[src/rtl/seq_restoring_divider.sv]
// Sequential restoring divider: one quotient bit per clock, start/busy/done handshake.
// Optional build macro DIV_SIGNED_EN selects two's-complement operands and results.
module seq_restoring_divider #(
   parameter int size = 4
) (
   input  logic            clk,
   input  logic            rst_n,
   input  logic            start,
   input  logic [size-1:0] dividend,
   input  logic [size-1:0] divisor,
   output logic            busy,
   output logic            done,
   output logic [size-1:0] quotient,
   output logic [size-1:0] remainder,
   output logic            div_by_zero
);

   typedef enum logic [1:0] {IDLE, RUN, DONE} state_t;

   localparam int cw = $clog2(size + 1);
   localparam logic [cw-1:0]   cone = cw'(1);
   localparam logic [cw-1:0]   cinit = cw'(size);

   state_t state, state_n;

   logic [cw-1:0]   count;
   logic [size:0]   prem;
   logic [size-1:0] wq;
   logic [size-1:0] dvs;

   logic [size:0]   shifted;
   logic [size:0]   trial;
   logic [size:0]   prem_n;
   logic            qbit;
   logic [size-1:0] wq_n;
   logic            last;
   logic [size-1:0] a_mag;
   logic [size-1:0] b_mag;

`ifdef DIV_SIGNED_EN
   localparam logic [size-1:0] one = size'(1);
   logic sq;
   logic sr;
   assign a_mag = dividend[size-1] ? (~dividend + one) : dividend;
   assign b_mag = divisor[size-1]  ? (~divisor + one)  : divisor;
`else
   assign a_mag = dividend;
   assign b_mag = divisor;
`endif

   assign shifted = {prem[size-1:0], wq[size-1]};
   assign trial   = shifted - {1'b0, dvs};
   assign qbit    = ~trial[size];
   assign prem_n  = qbit ? trial : shifted;
   assign wq_n    = {wq[size-2:0], qbit};
   assign last    = (count == cone);

   always_ff @(posedge clk or negedge rst_n) begin
      if (!rst_n) state <= IDLE;
      else        state <= state_n;
   end

   always_comb begin
      state_n = state;
      unique case (state)
         IDLE, DONE: state_n = start ? RUN : IDLE;
         RUN:        state_n = last ? DONE : RUN;
         default:    state_n = IDLE;
      endcase
   end

   always_ff @(posedge clk or negedge rst_n) begin
      if (!rst_n) begin
         busy        <= 1'b0;
         done        <= 1'b0;
         quotient    <= '0;
         remainder   <= '0;
         div_by_zero <= 1'b0;
         count       <= '0;
         prem        <= '0;
         wq          <= '0;
         dvs         <= '0;
`ifdef DIV_SIGNED_EN
         sq          <= 1'b0;
         sr          <= 1'b0;
`endif
      end else begin
         busy <= (state_n == RUN);
         done <= (state_n == DONE);
         if (state != RUN && start) begin
            wq    <= a_mag;
            dvs   <= b_mag;
            prem  <= '0;
            count <= cinit;
`ifdef DIV_SIGNED_EN
            sq    <= dividend[size-1] ^ divisor[size-1];
            sr    <= dividend[size-1];
`endif
         end else if (state == RUN) begin
            prem  <= prem_n;
            wq    <= wq_n;
            count <= count - cone;
            if (last) begin
               div_by_zero <= (dvs == '0);
`ifdef DIV_SIGNED_EN
               // divide by zero forces all ones; remainder sign fix restores the dividend
               if (dvs == '0)  quotient <= '1;
               else if (sq)    quotient <= ~wq_n + one;
               else            quotient <= wq_n;
               remainder <= sr ? (~prem_n[size-1:0] + one) : prem_n[size-1:0];
`else
               quotient    <= wq_n;
               remainder   <= prem_n[size-1:0];
`endif
            end
         end
      end
   end

endmodule

[config.mk]
export PLATFORM = sky130hd
export DESIGN_NAME = seq_restoring_divider
export DESIGN_NICKNAME = d
export VERILOG_FILES = /design/src/rtl/seq_restoring_divider.sv
export SDC_FILE = /design/constraint.sdc
export NUM_CORES = 1
export LEC_CHECK = 0
export CAP_MARGIN = 20
export CORE_MARGIN = 1
export CORE_UTILIZATION = 47
export DETAILED_ROUTE_END_ITERATION = 10
export PLACE_DENSITY = 0.82
export SLEW_MARGIN = 20
export SYNTH_ARGS = -nofsm -noshare
export SYNTH_HDL_FRONTEND = slang
export SYNTH_SLANG_ARGS = --single-unit
[constraint.sdc]
create_clock -name clk -period 1.8 [get_ports clk]
set_input_delay 0.36 -clock clk [delete_from_list [all_inputs] [get_ports clk]]
set_output_delay 0.36 -clock clk [all_outputs]
set_load 0.005 [all_outputs]
==> results.sh <==
export IMPL_outcome="complete, but fails checks"
export IMPL_violations="design-rule violations, negative setup slack"
export IMPL_worst_slew_pin_slew_ps=490.9
export IMPL_irDropWorstVdd_uv=1501
export IMPL_drv_cap=0
export IMPL_grt_pass1_wl_mm=5.644
export IMPL_grt_usage_pct=22.41
export IMPL_drt_first_iter_violations=57
export IMPL_drc=2
export IMPL_place_congestion=0.9177
export IMPL_fillers=209
export IMPL_ys_warn_count=0
export IMPL_pwr_share_seq_pct=27.5
export IMPL_viasPerCell=5.581
export IMPL_die_y_um=57.40
export IMPL_worst_setup_path_end_kind="flop"
export IMPL_r2r_end="remainder[1]$_DFFE_PN0P_"
export IMPL_num_rows=19
export IMPL_ios=22
export IMPL_total_power_mw=4.098
export IMPL_min_delay_path_class="input pin to asynchronous set/reset pin"
export IMPL_ys_seq_area_share_pct=48.57
export IMPL_layout_drive_gt1_share_pct=26.09
export IMPL_fp_coreArea_mm2=0.002829
export IMPL_drv_slew=0
export IMPL_numPortBuffers=21
export IMPL_initial_utilization_pct=51.00
export IMPL_fin_nets=203
export IMPL_crit_reg2reg_launch="wq[3]$_DFFE_PN0P_"
export IMPL_die_x_um=57.40
export IMPL_yosysUniqueCellTypes=38
export IMPL_rsz0062_at_grt="yes"
export IMPL_hold_viol=0
export IMPL_crit_start="wq[3]$_DFFE_PN0P_"
export IMPL_cts_tree="built"
export IMPL_clkLatencyLatePin_ps=320
export IMPL_powerDensity_mw_per_mm2=2118
export IMPL_routed_wl_mm=3.297
export IMPL_r2r_cells=9
export IMPL_startpoint_type="flop"
export IMPL_clock_power_share_pct=7.4
export IMPL_worst_slack_ps=-293.2
export IMPL_slew_headroom_pct=67.27
export IMPL_wire_per_inst_um=15.33
export IMPL_n_antenna_cell=0
export IMPL_clk_pin_slew_worst_paths_ps=150
export IMPL_dp_cells=209
export IMPL_synth_fp_nets=164
export IMPL_finish_utilization_pct=68.38
export IMPL_final_cells=215
export IMPL_cellLeakagePower_nw=0.8903
export IMPL_grt_max_degree=29
export IMPL_fin_crit_sh_pct=116.3
export IMPL_clockBufferDepth=2
export IMPL_avgSynthCellArea_um2=9.881
export IMPL_finClkSkew_ps=10.03
export IMPL_yosys_register_bits=28
export IMPL_grt_pass1_vias=1225
export IMPL_numCtsBuffers=3
export IMPL_period_needed_ps=2093
export IMPL_drt_first_pass_iters=7
export IMPL_p_int_mw=2.410
export IMPL_cts_hold_buffers=0
export IMPL_critPathCapture="remainder[1]$_DFFE_PN0P_"
export IMPL_setup_viol=10
export IMPL_cts_sinks=28
export IMPL_pwr_share_comb_pct=65.1
export IMPL_ant_nets=0
export IMPL_path_max_fanout=5
export IMPL_r2r_slack_ps=-290
export IMPL_sw_frac_of_total_pct=41.20
export IMPL_area_delta_synth_final_pct=34.09
export IMPL_hpwl_mm=2.457
export IMPL_clock_fmax_mhz=477.7
export IMPL_crit_required_ps=2000
export IMPL_synthCells=146
export IMPL_final_cell_mix="dfrtp_1, nand2_1, clkdlybuf4s50_1, buf_4, inv_1"
export IMPL_gr_total_overflow=0
export IMPL_switchingPower_mw=1.688
export IMPL_critPathArrivalTime_ps=2300
export IMPL_dieArea_mm2=0.003295
export IMPL_syn_area_mm2=0.001443
export IMPL_htreeDepth=1
export IMPL_clock_root_buffer="clkbuf_4"
export IMPL_crit_type="flop to flop"
export IMPL_vias=1200
export IMPL_mostFrequentLayoutCell="dfrtp_1"
export IMPL_antenna_found_initial=0
power groups by stage:
stage               sequential, mW  clock, mW  combinational [mW]
finish                        1.13      0.302                2.67
global route                  1.17      0.339                2.91
CTS                           1.13      0.308                2.44
detailed placement            1.14          0                2.26
global placement              1.13          0                2.21
floorplan                     1.11          0                1.33
state kept, by name (all words and copies together), names as in the netlist:
name	count
busy	1
count	3
div_by_zero	1
done	1
dvs	4
prem	4
quotient	4
remainder	4
state	2
wq	4
synthesized netlist by cell type:
cell type | number | area [µm²]
fa_1 | 1 | 20.02
mux2_2 | 4 | 45.04
a211o_1 | 1 | 8.760
o31ai_1 | 5 | 37.54
a21o_4 | 1 | 15.01
clkbuf_1 | 7 | 26.28
nor4_1 | 1 | 6.260
o21a_1 | 1 | 7.510
o2bb2ai_1 | 1 | 8.760
mux2i_1 | 4 | 40.04
a2111oi_0 | 1 | 8.760
nand2_1 | 22 | 82.58
or2_2 | 1 | 6.260
a221oi_1 | 2 | 17.52
a22o_2 | 1 | 10.01
a31oi_1 | 1 | 6.260
nor3_1 | 1 | 5.000
and3_4 | 1 | 11.26
a311o_1 | 1 | 10.01
xor2_1 | 1 | 8.760
nand3_1 | 7 | 35.03
ha_1 | 6 | 75.07
dfrtp_1 | 28 | 700.7
inv_1 | 11 | 41.29
nor2_1 | 6 | 22.52
a21o_2 | 1 | 8.760
and3b_2 | 1 | 10.01
o22ai_1 | 2 | 12.51
a32oi_1 | 1 | 8.760
nand2b_1 | 3 | 18.77
nor2b_1 | 2 | 12.51
nand4bb_1 | 1 | 11.26
a211oi_1 | 1 | 7.510
or3_1 | 1 | 6.260
nand4_1 | 2 | 12.51
a21oi_1 | 5 | 25.02
or4_1 | 1 | 7.510
o21ai_0 | 9 | 45.04
worst max-delay path: stages (launching register included):
cell and delay (ps):
dfrtp_1 410, inv_1 70, ha_2 190, inv_2 40, fa_2 350, a211o_4 380
a21o_4 250, buf_4 150, nand3_1 70, a31oi_1 80
through the flow:
step	instance area (µm²)	TNS (ps)	setup slack (ps)	hold slack (ps)
after floorplan	1445	-802.6	-180.8	64.41
after global placement	1803	-1745	-210.9	461.8
after detailed placement	1803	-2294	-299.4	461.5
after CTS	1884	-1961	-247.1	415.1
after global routing	1934	-3009	-345.6	404.7
final	1934	-2488	-293.2	406.6
layer usage:
| metal | global-route usage [%] | routed length [µm] | vias to the layer above | share of wire [%] |
|---|---|---|---|---|
| met5 | 0 | 0 | - | 0 |
| met4 | 4.181 | 12 | 0 | 0.36 |
| met3 | 2.268 | 160 | 2 | 4.9 |
| met2 | 37.71 | 1576 | 31 | 48 |
| met1 | 31.67 | 1547 | 575 | 47 |
| li1 | - | - | 592 | - |
cell type report:
type                    count  area (µm²)  area share (%)
clock buffers               4       36.28           1.876
inverters                  11       41.29           2.135
multi-input cells         100       757.0           39.13
well taps                  31       38.79           2.005
flip-flops and latches     28       700.7           36.22
repair buffers             41       360.3           18.63
cells by family (layout without fill, tap and decap cells):
family          Yosys count  count (layout)  share of synthesized area [%]
compound gates           34              34                          16.48
simple gates             50              50                          17.17
flops                    28              28                          48.57
buf+inv                  18              56                          4.684
xor+xnor                  1               1                         0.6072
mux                       8               8                          5.898
fa+ha+maj                 7               7                          6.591
how the worst min path moves through the flow:
stage | startpoint | end | slack [ps] | depth (start not counted)
after floorplan | rst_n | busy$_DFF_PN0_ | 60 | 0
after global placement | quotient[1]$_DFFE_PN0P_ | quotient[1]$_DFFE_PN0P_ | 460 | 2
after detailed placement | quotient[2]$_DFFE_PN0P_ | quotient[2]$_DFFE_PN0P_ | 460 | 2
after CTS | rst_n | wq[1]$_DFFE_PN0P_ | 420 | 2
after global routing | rst_n | wq[1]$_DFFE_PN0P_ | 400 | 2
final | rst_n | dvs[1]$_DFFE_PN0P_ | 410 | 2
timing repair:
| action | 4_1_cts | 5_1_grt |
|---|---|---|
| endpoints found under the hold margin | 0 | 0 |
| endpoints found under the setup margin | 10 | 10 |
| buffers inserted | 1 | 1 |
| pin swaps | 5 | 3 |
| gates resized for setup | 10 | 6 |
Note: power is estimated with default switching activity, not from simulation.
